### src/rtl/kbd_proto_pkg.sv
// Shared opcodes, state encoding and helpers for the Archimedes keyboard-side protocol.
// Imported by the responder; values follow the IOC keyboard link byte set.
package kbd_proto_pkg;

   localparam logic [7:0] HRST = 8'hFF;
   localparam logic [7:0] RAK1 = 8'hFE;
   localparam logic [7:0] RAK2 = 8'hFD;
   localparam logic [7:0] RQID = 8'h20;
   localparam logic [7:0] PRST = 8'h21;
   localparam logic [7:0] RQMP = 8'h22;
   localparam logic [7:0] BACK = 8'h3F;
   localparam logic [7:0] NACK = 8'h30;
   localparam logic [7:0] SACK = 8'h31;
   localparam logic [7:0] MACK = 8'h32;
   localparam logic [7:0] SMAK = 8'h33;
   localparam logic [7:0] KDDA = 8'hC0;
   localparam logic [7:0] KUDA = 8'hD0;

   typedef enum logic [3:0] {
      WAIT_HRST  = 4'd0,
      WAIT_RAK1  = 4'd1,
      WAIT_RAK2  = 4'd2,
      IDLE       = 4'd3,
      SEND_K1    = 4'd4,
      WAIT_BACK  = 4'd5,
      SEND_K2    = 4'd6,
      WAIT_KACK  = 4'd7,
      SEND_MX    = 4'd8,
      WAIT_MBACK = 4'd9,
      SEND_MY    = 4'd10,
      WAIT_MACK  = 4'd11
   } kbd_state_e;

   // NACK/SACK/MACK/SMAK share the 0011_00xx pattern; bit0 = scan, bit1 = mouse.
   function automatic logic is_ack(input logic [7:0] b);
      return (b[7:2] == 6'b001100);
   endfunction

   function automatic logic is_leds(input logic [7:0] b);
      return (b[7:3] == 5'b00000);
   endfunction

   // 7-bit signed accumulate with clamp to -64..+63.
   function automatic logic [6:0] sat_add(input logic [6:0] acc, input logic [7:0] d);
      logic signed [8:0] sum;
      sum = $signed({{2{acc[6]}}, acc}) + $signed({d[7], d});
      if (sum > 9'sd63) begin
         return 7'h3F;
      end else if (sum < -9'sd64) begin
         return 7'h40;
      end else begin
         return sum[6:0];
      end
   endfunction

endpackage

### src/rtl/kbd_event_fifo.sv
// Synchronous key-event FIFO {down,row,col}; head is visible while non-empty.
// Push while full is accepted when a pop happens in the same cycle.
module kbd_event_fifo #(
   parameter int DEPTH = 8,
   parameter int WIDTH = 9
) (
   input  logic             clk,
   input  logic             rst_n,
   input  logic             flush,
   input  logic             push,
   input  logic [WIDTH-1:0] push_data,
   input  logic             pop,
   output logic [WIDTH-1:0] head,
   output logic             full,
   output logic             empty
);
   localparam int AW = $clog2(DEPTH);

   logic [WIDTH-1:0] mem_r [DEPTH];
   logic [AW:0]      wr_ptr_r;
   logic [AW:0]      rd_ptr_r;
   logic             do_push_s;
   logic             do_pop_s;

   assign empty     = (wr_ptr_r == rd_ptr_r);
   assign full      = (wr_ptr_r[AW] != rd_ptr_r[AW]) && (wr_ptr_r[AW-1:0] == rd_ptr_r[AW-1:0]);
   assign do_pop_s  = pop && !empty;
   assign do_push_s = push && (!full || do_pop_s);
   assign head      = mem_r[rd_ptr_r[AW-1:0]];

   // Storage write
   always_ff @(posedge clk) begin
      if (do_push_s && !flush) begin
         mem_r[wr_ptr_r[AW-1:0]] <= push_data;
      end
   end

   // Pointer update; flush empties in one cycle
   always_ff @(posedge clk or negedge rst_n) begin
      if (!rst_n) begin
         wr_ptr_r <= '0;
         rd_ptr_r <= '0;
      end else if (flush) begin
         wr_ptr_r <= '0;
         rd_ptr_r <= '0;
      end else begin
         if (do_push_s) wr_ptr_r <= wr_ptr_r + 1'b1;
         if (do_pop_s)  rd_ptr_r <= rd_ptr_r + 1'b1;
      end
   end

endmodule

### src/rtl/kbd_responder.sv
// Keyboard end of the Archimedes serial keyboard link: reset handshake, ID, LEDs,
// key and mouse reports with per-byte acknowledge, paced by a transmit gap counter.
module kbd_responder
   import kbd_proto_pkg::*;
#(
   parameter int         FIFO_DEPTH = 8,
   parameter int         TX_GAP     = 64,
   parameter logic [7:0] KBD_ID     = 8'h81
) (
   input  logic       clkcpu,
   input  logic       rst_n,
   input  logic [7:0] kbd_out_data,
   input  logic       kbd_out_strobe,
   output logic [7:0] kbd_in_data,
   output logic       kbd_in_strobe,
   input  logic       key_valid,
   input  logic       key_down,
   input  logic [3:0] key_row,
   input  logic [3:0] key_col,
   output logic       key_ready,
   input  logic [7:0] mouse_dx,
   input  logic [7:0] mouse_dy,
   input  logic       mouse_stb,
   output logic [2:0] leds
);
   localparam int GW = $clog2(TX_GAP) + 1;

   kbd_state_e state_r, state_nxt_s;
   logic [GW-1:0] gap_r;
   logic          pend_valid_r;
   logic [7:0]    pend_data_r;
   logic [7:0]    kbd_in_data_r;
   logic          kbd_in_strobe_r;
   logic [2:0]    leds_r;
   logic          scan_en_r, mouse_en_r, rqmp_r;
   logic [6:0]    acc_x_r, acc_y_r, snap_x_r, snap_y_r;

   logic          rx_s, hrst_s, slot_free_s, emit_s;
   logic          is_leds_s, is_ack_s, side_cmd_s, mouse_due_s;
   logic          load_s, rqid_load_s, flush_s, pop_s, cmd_en_s, ack_take_s, start_mouse_s;
   logic [7:0]    load_data_s;
   logic          push_s, fifo_full_s, fifo_empty_s;
   logic [8:0]    head_s;
   logic [3:0]    key_nib_s;

   assign kbd_in_data   = kbd_in_data_r;
   assign kbd_in_strobe = kbd_in_strobe_r;
   assign leds          = leds_r;
   assign key_ready     = !fifo_full_s;
   assign push_s        = key_valid && key_ready;

   assign rx_s        = kbd_out_strobe;
   assign hrst_s      = rx_s && (kbd_out_data == HRST);
   assign slot_free_s = !pend_valid_r || (gap_r == {GW{1'b0}});
   assign emit_s      = pend_valid_r && (gap_r == {GW{1'b0}}) && !hrst_s;
   assign is_leds_s   = is_leds(kbd_out_data);
   assign is_ack_s    = is_ack(kbd_out_data);
   assign side_cmd_s  = is_leds_s || (kbd_out_data == RQID);
   assign mouse_due_s = (acc_x_r != 7'd0) || (acc_y_r != 7'd0) || rqmp_r;
   assign key_nib_s   = head_s[8] ? KDDA[7:4] : KUDA[7:4];
   assign rqid_load_s = cmd_en_s && (kbd_out_data == RQID) && slot_free_s;

   kbd_event_fifo #(
      .DEPTH (FIFO_DEPTH),
      .WIDTH (9)
   ) u_fifo (
      .clk       (clkcpu),
      .rst_n     (rst_n),
      .flush     (flush_s),
      .push      (push_s),
      .push_data ({key_down, key_row, key_col}),
      .pop       (pop_s),
      .head      (head_s),
      .full      (fifo_full_s),
      .empty     (fifo_empty_s)
   );

   // State register
   always_ff @(posedge clkcpu or negedge rst_n) begin
      if (!rst_n) state_r <= WAIT_HRST;
      else        state_r <= state_nxt_s;
   end

   // Protocol next-state and reply selection; HRST overrides everything
   always_comb begin
      state_nxt_s   = state_r;
      load_s        = 1'b0;
      load_data_s   = 8'h00;
      flush_s       = 1'b0;
      pop_s         = 1'b0;
      cmd_en_s      = 1'b0;
      ack_take_s    = 1'b0;
      start_mouse_s = 1'b0;
      if (hrst_s) begin
         flush_s     = 1'b1;
         load_s      = 1'b1;
         load_data_s = HRST;
         state_nxt_s = WAIT_RAK1;
      end else begin
         case (state_r)
            WAIT_HRST: state_nxt_s = WAIT_HRST;
            WAIT_RAK1, WAIT_RAK2: begin
               if (rx_s) begin
                  load_s = slot_free_s;
                  if (state_r == WAIT_RAK1 && kbd_out_data == RAK1) begin
                     load_data_s = RAK1;
                     state_nxt_s = WAIT_RAK2;
                  end else if (state_r == WAIT_RAK2 && kbd_out_data == RAK2) begin
                     load_data_s = RAK2;
                     state_nxt_s = IDLE;
                  end else begin
                     load_data_s = HRST;
                     state_nxt_s = WAIT_RAK1;
                  end
               end else begin
                  state_nxt_s = state_r;
               end
            end
            IDLE: begin
               if (rx_s) begin
                  cmd_en_s = 1'b1;
               end else if (scan_en_r && !fifo_empty_s) begin
                  state_nxt_s = SEND_K1;
               end else if (mouse_en_r && mouse_due_s) begin
                  start_mouse_s = 1'b1;
                  state_nxt_s   = SEND_MX;
               end else begin
                  state_nxt_s = IDLE;
               end
            end
            SEND_K1, SEND_K2, SEND_MX, SEND_MY: begin
               if (slot_free_s) begin
                  load_s = 1'b1;
                  case (state_r)
                     SEND_K1: begin load_data_s = {key_nib_s, head_s[7:4]}; state_nxt_s = WAIT_BACK;  end
                     SEND_K2: begin load_data_s = {key_nib_s, head_s[3:0]}; state_nxt_s = WAIT_KACK;  end
                     SEND_MX: begin load_data_s = {1'b0, snap_x_r};         state_nxt_s = WAIT_MBACK; end
                     default: begin load_data_s = {1'b0, snap_y_r};         state_nxt_s = WAIT_MACK;  end
                  endcase
               end else begin
                  state_nxt_s = state_r;
               end
            end
            WAIT_BACK, WAIT_MBACK: begin
               if (!rx_s) begin
                  state_nxt_s = state_r;
               end else if (kbd_out_data == BACK) begin
                  state_nxt_s = (state_r == WAIT_BACK) ? SEND_K2 : SEND_MY;
               end else if (side_cmd_s) begin
                  cmd_en_s = 1'b1;
               end else begin
                  state_nxt_s = (state_r == WAIT_BACK) ? SEND_K1 : SEND_MX;
               end
            end
            WAIT_KACK, WAIT_MACK: begin
               if (!rx_s) begin
                  state_nxt_s = state_r;
               end else if (is_ack_s) begin
                  ack_take_s  = 1'b1;
                  pop_s       = (state_r == WAIT_KACK);
                  state_nxt_s = IDLE;
               end else if (side_cmd_s) begin
                  cmd_en_s = 1'b1;
               end else begin
                  state_nxt_s = (state_r == WAIT_KACK) ? SEND_K1 : SEND_MX;
               end
            end
            default: state_nxt_s = WAIT_HRST;
         endcase
      end
   end

   // Single-byte reply slot, gap pacing and strobe generation
   always_ff @(posedge clkcpu or negedge rst_n) begin
      if (!rst_n) begin
         gap_r           <= {GW{1'b0}};
         pend_valid_r    <= 1'b0;
         pend_data_r     <= 8'h00;
         kbd_in_data_r   <= 8'h00;
         kbd_in_strobe_r <= 1'b0;
      end else begin
         kbd_in_strobe_r <= emit_s;
         if (emit_s) begin
            kbd_in_data_r <= pend_data_r;
            gap_r         <= GW'(TX_GAP - 1);
         end else if (gap_r != {GW{1'b0}}) begin
            gap_r <= gap_r - 1'b1;
         end
         if (load_s) begin
            pend_valid_r <= 1'b1;
            pend_data_r  <= load_data_s;
         end else if (rqid_load_s) begin
            pend_valid_r <= 1'b1;
            pend_data_r  <= KBD_ID;
         end else if (emit_s) begin
            pend_valid_r <= 1'b0;
         end
      end
   end

   // Host-controlled LED, enable and forced-mouse-report flags
   always_ff @(posedge clkcpu or negedge rst_n) begin
      if (!rst_n) begin
         leds_r     <= 3'b000;
         scan_en_r  <= 1'b0;
         mouse_en_r <= 1'b0;
         rqmp_r     <= 1'b0;
      end else if (flush_s) begin
         scan_en_r  <= 1'b0;
         mouse_en_r <= 1'b0;
         rqmp_r     <= 1'b0;
      end else begin
         if (cmd_en_s && is_leds_s) leds_r <= kbd_out_data[2:0];
         if ((cmd_en_s && is_ack_s) || ack_take_s) begin
            scan_en_r  <= kbd_out_data[0];
            mouse_en_r <= kbd_out_data[1];
         end
         if (start_mouse_s)                            rqmp_r <= 1'b0;
         else if (cmd_en_s && kbd_out_data == RQMP)    rqmp_r <= 1'b1;
      end
   end

   // Mouse accumulators: snapshot moves the whole balance into the report
   always_ff @(posedge clkcpu or negedge rst_n) begin
      if (!rst_n) begin
         acc_x_r  <= 7'd0;
         acc_y_r  <= 7'd0;
         snap_x_r <= 7'd0;
         snap_y_r <= 7'd0;
      end else if (flush_s) begin
         acc_x_r <= 7'd0;
         acc_y_r <= 7'd0;
      end else if (start_mouse_s) begin
         snap_x_r <= acc_x_r;
         snap_y_r <= acc_y_r;
         acc_x_r  <= mouse_stb ? sat_add(7'd0, mouse_dx) : 7'd0;
         acc_y_r  <= mouse_stb ? sat_add(7'd0, mouse_dy) : 7'd0;
      end else if (mouse_stb) begin
         acc_x_r <= sat_add(acc_x_r, mouse_dx);
         acc_y_r <= sat_add(acc_y_r, mouse_dy);
      end
   end

endmodule

### config.mk
export PLATFORM = sky130hd
export DESIGN_NAME = kbd_responder
export DESIGN_NICKNAME = d
export VERILOG_FILES = /design/src/rtl/kbd_proto_pkg.sv /design/src/rtl/kbd_event_fifo.sv /design/src/rtl/kbd_responder.sv
export SDC_FILE = /design/constraint.sdc
export NUM_CORES = 1
export LEC_CHECK = 0
export CAP_MARGIN = 20
export CORE_UTILIZATION = 60
export CTS_CLUSTER_DIAMETER = 200
export DETAILED_ROUTE_END_ITERATION = 10
export GPL_TIMING_DRIVEN = 0
export PLACE_DENSITY = 0.82
export SYNTH_ARGS = -nofsm -noshare
export SYNTH_HDL_FRONTEND = slang
export SYNTH_SLANG_ARGS = --single-unit
### constraint.sdc
create_clock -name clkcpu -period 3.3 [get_ports clkcpu]
set_input_delay 0.66 -clock clkcpu [delete_from_list [all_inputs] [get_ports clkcpu]]
set_output_delay 0.66 -clock clkcpu [all_outputs]
set_load 0.02 [all_outputs]
==> results.ini <==
[global_route]
first_global_vias = 5708
grt.total_usage = 0.290
grt_overflow_total = 0
grt_pass1_wl_um = 28600
antenna_found_initial = 0
grt_max_degree = 72

[routing]
drt_pass1_iterations = 5
wl_met1_um = 7470
via_count = 5808
routedWlPerCell_um = 19.3
postRouteWirelength_um = 17800
drcViolationCount = 0
drtIter0Drc = 421
vias_per_cell = 6.31
dr.max_layer_used = met4
wl_met2_um = 9010
ant_nets = 0
route.met3.wl_um = 1020

[critical_path]
crit_type = in2reg
path_common_cell = a211oi_1
critPathRequiredTime_ns = 3.61
start_kind = input pin
slowest_delay_ns = 0.46
crit_chain = clkdlybuf4s50_1, ha_1, fa_1, a211oi_1, nor4b_1, a211oi_1, o22ai_1, a311o_1, a22o_1
worst-r2r-setup-slack_ns = 0.29
endpoint_kind = register
cp_slowest_cell = fa_1
cp_max_fo = 6
arrival_ns = 3.47
ff2ff_path_depth = 7

[clocking]
insertion_delay_ns = 0.42
ctsHtreeMaxLevel = 4
clk_path_buf_depth = 2
clkTransAtPathRegs_ns = 0.06
cts_tree = yes
root_buffer = clkbuf_16
ctsResizeCount = 2
cts_setup_buffers = 0
cts-hold-fix-buffers = 0
clock_sinks = 143
numCtsBuffers = 17

[yosys]
synth_top_cell_by_area = edfxtp_1
syn_area_per_cell_um2 = 11.4
synth-edff-count = 72
ys_ff_latch = 143
synth.area.top_cells = edfxtp_1 28%, dfrtp_1 23%, mux4_2 5.3%
syn_nets = 728
synth_cell_types = 80
async_flop_share = 0.497
synthesis.area_um2 = 7650
ys.flop_type = edfxtp_1
synth_top_area_frac = 0.283
synth_cells = 669
synth-seq-area-share = 0.515
yosysWarnings = 0

[floorplan]
start_util = 0.627
fp.dieH_um = 115
core-area_um2 = 12200
die_w_um = 115
std_cell_rows = 40
dieArea_um2 = 13200
ioPinCount = 51

[sta]
setup_viol = 0
fin_crit_sh = 0.960
hold_viol = 0
worst_pin_slew_ns = 1.01
tns_ns = 0
period_needed_ns = 3.17
skew_ns = 0.00766
rsz0062_at_grt = false
finalMaxSlewViolations = 0
finalWorstSetupSlack_ns = 0.133
max_slew_margin = 0.325
fmax_mhz = 316

[layout]
drive_above_1_share = 0.124
area_growth_pct = 16.9
fillers = 887
antennaDiodeCount = 0
finalNetCount = 798
utilization = 0.732

[placed_design]
numPortBuffers = 50
dp_slack_ns = -0.728
dp_hpwl_um = 12800
gp_congestion = 0.890

[pwr]
cellPowerDensity_nw_per_um2 = 746
p_leak_uw = 0.00348
vdd_drop_max_uv = 568
power.total_uw = 6670

[worst_hold_path]
hp-class = in2async

[flow_run]
drv_cap = 0

[status]
status = completed

==> power by group <==
part	internal (µW)	leakage (µW)	total, µW	switching (µW)
clock	1110	0.000273	1820	711
sequential	2260	0.00151	2540	278
combinational	1010	0.00170	2310	1300
total	4380	0.00348	6670	2290
==> sequential cells by signal, indices dropped and copies added, names as in the netlist <==
| signal | cells |
|---|---|
| mouse_en_r | 1 |
| gap_r | 7 |
| kbd_in_data | 8 |
| acc_y_r | 7 |
| u_fifo.wr_ptr_r | 4 |
| kbd_in_strobe | 1 |
| state_r | 4 |
| acc_x_r | 7 |
| leds | 3 |
| pend_valid_r | 1 |
| rqmp_r | 1 |
| scan_en_r | 1 |
| u_fifo.rd_ptr_r | 4 |
| pend_data_r | 8 |
| u_fifo.mem_r | 72 |
| snap_y_r | 7 |
| snap_x_r | 7 |
==> cell families (layout without fill, tap and decap cells) <==
logic type | after synthesis | after routing | synth area share
fa+ha+maj | 29 | 29 | 0.0468
simple gates | 221 | 221 | 0.147
flops | 143 | 143 | 0.515
compound gates | 165 | 165 | 0.152
buf+inv | 49 | 132 | 0.0299
mux | 43 | 43 | 0.0875
xor+xnor | 19 | 19 | 0.0227
==> stage by stage <==
step / area (µm²) / std cells / hold slack [ns]
2_1_floorplan: 7650 / 669 / 0.364
3_3_place_gp: 8360 / 887 / 0.477
3_5_place_dp: 8380 / 889 / 0.486
4_1_cts: 8940 / 920 / 0.386
5_1_grt: 8940 / 920 / 0.418
6_report: 8940 / 920 / 0.353
==> cells in the mapped netlist, types with 5 or more instances <==
library cell and number:
nand3_1 10, mux4_2 18, a21oi_1 42, a21o_1 11, mux2_1 6, maj3_1 8
a211oi_1 11, buf_2 12, nor2_1 40, dfrtp_1 71, nand4_1 5, xor2_1 11
nand2b_1 8, mux2_2 5, o31ai_1 5, inv_1 16, o211ai_1 11, o21ai_1 8
nor3_1 14, nor2b_1 9, nor4_1 6, clkbuf_1 13, or3_1 8, xnor2_1 7
nand2_1 82, o21ai_0 23, edfxtp_1 72, a211o_1 6, o22ai_1 5, mux2i_1 14
a221o_1 10, ha_1 19, a22o_1 5, and3_1 8
==> final cells by class <==
type,instances,area [µm²],area share
clock inverter,11,121,0.0136
inverter,18,67.6,0.00756
multi-input combinational,477,3500,0.391
timing repair buffer,52,510,0.0571
tap,168,210,0.0235
buffer,30,158,0.0176
sequential,143,3940,0.440
clock buffer,21,440,0.0493
==> worst max-delay path: cells and delay by family <==
family / cells / cell delay [ns]
AND/OR/NAND/NOR: 1 / 0.11
AO/OA/AOI/OAI: 5 / 1.52
buffers and inverters: 1 / 0.45
adder cells (fa/ha/maj): 2 / 0.72
==> routing by layer <==
| layer | vias to the layer above | GRT usage |
|---|---|---|
| li1 | 2672 | - |
| met1 | 2890 | 0.364 |
| met2 | 217 | 0.494 |
| met3 | 29 | 0.0664 |
| met4 | 0 | 0.109 |
| met5 | - | 0 |
==> worst paths after layout <==
| path | start | end |
|---|---|---|
| worst max-delay path | mouse_dy[0] | acc_y_r[4]$_DFFE_PN0P_ |
| worst min-delay path | rst_n | acc_x_r[1]$_DFFE_PN0P_ |
| worst max register to register | u_fifo.wr_ptr_r[1]$_DFFE_PN0P_ | u_fifo.mem_r[2][8]$_DFFE_PP_ |
| worst min register to register | gap_r[4]$_DFFE_PN0P_ | gap_r[4]$_DFFE_PN0P_ |
| max in group asynchronous | rst_n | kbd_in_data[4]$_DFFE_PN0P_ |
| min in group clkcpu | gap_r[4]$_DFFE_PN0P_ | gap_r[4]$_DFFE_PN0P_ |
==> placed cells by master, fill, tap and decap left out, drive strengths merged, types with 7 or more instances in the layout <==
master	count
and3	8
xnor2	7
dfrtp	71
nand2b	8
mux2	11
buf	21
or3	9
maj3	8
a21oi	43
a211oi	11
o211ai	11
nor2	40
nor3	16
nor4	7
edfxtp	72
mux2i	14
a221o	10
clkdlybuf4s50	49
clkinv	8
nand2	84
a21o	11
inv	18
nor2b	9
ha	19
mux4	18
clkbuf	33
o21ai	33
xor2	12
nand3	10
Power figures use the tool's default switching activity.
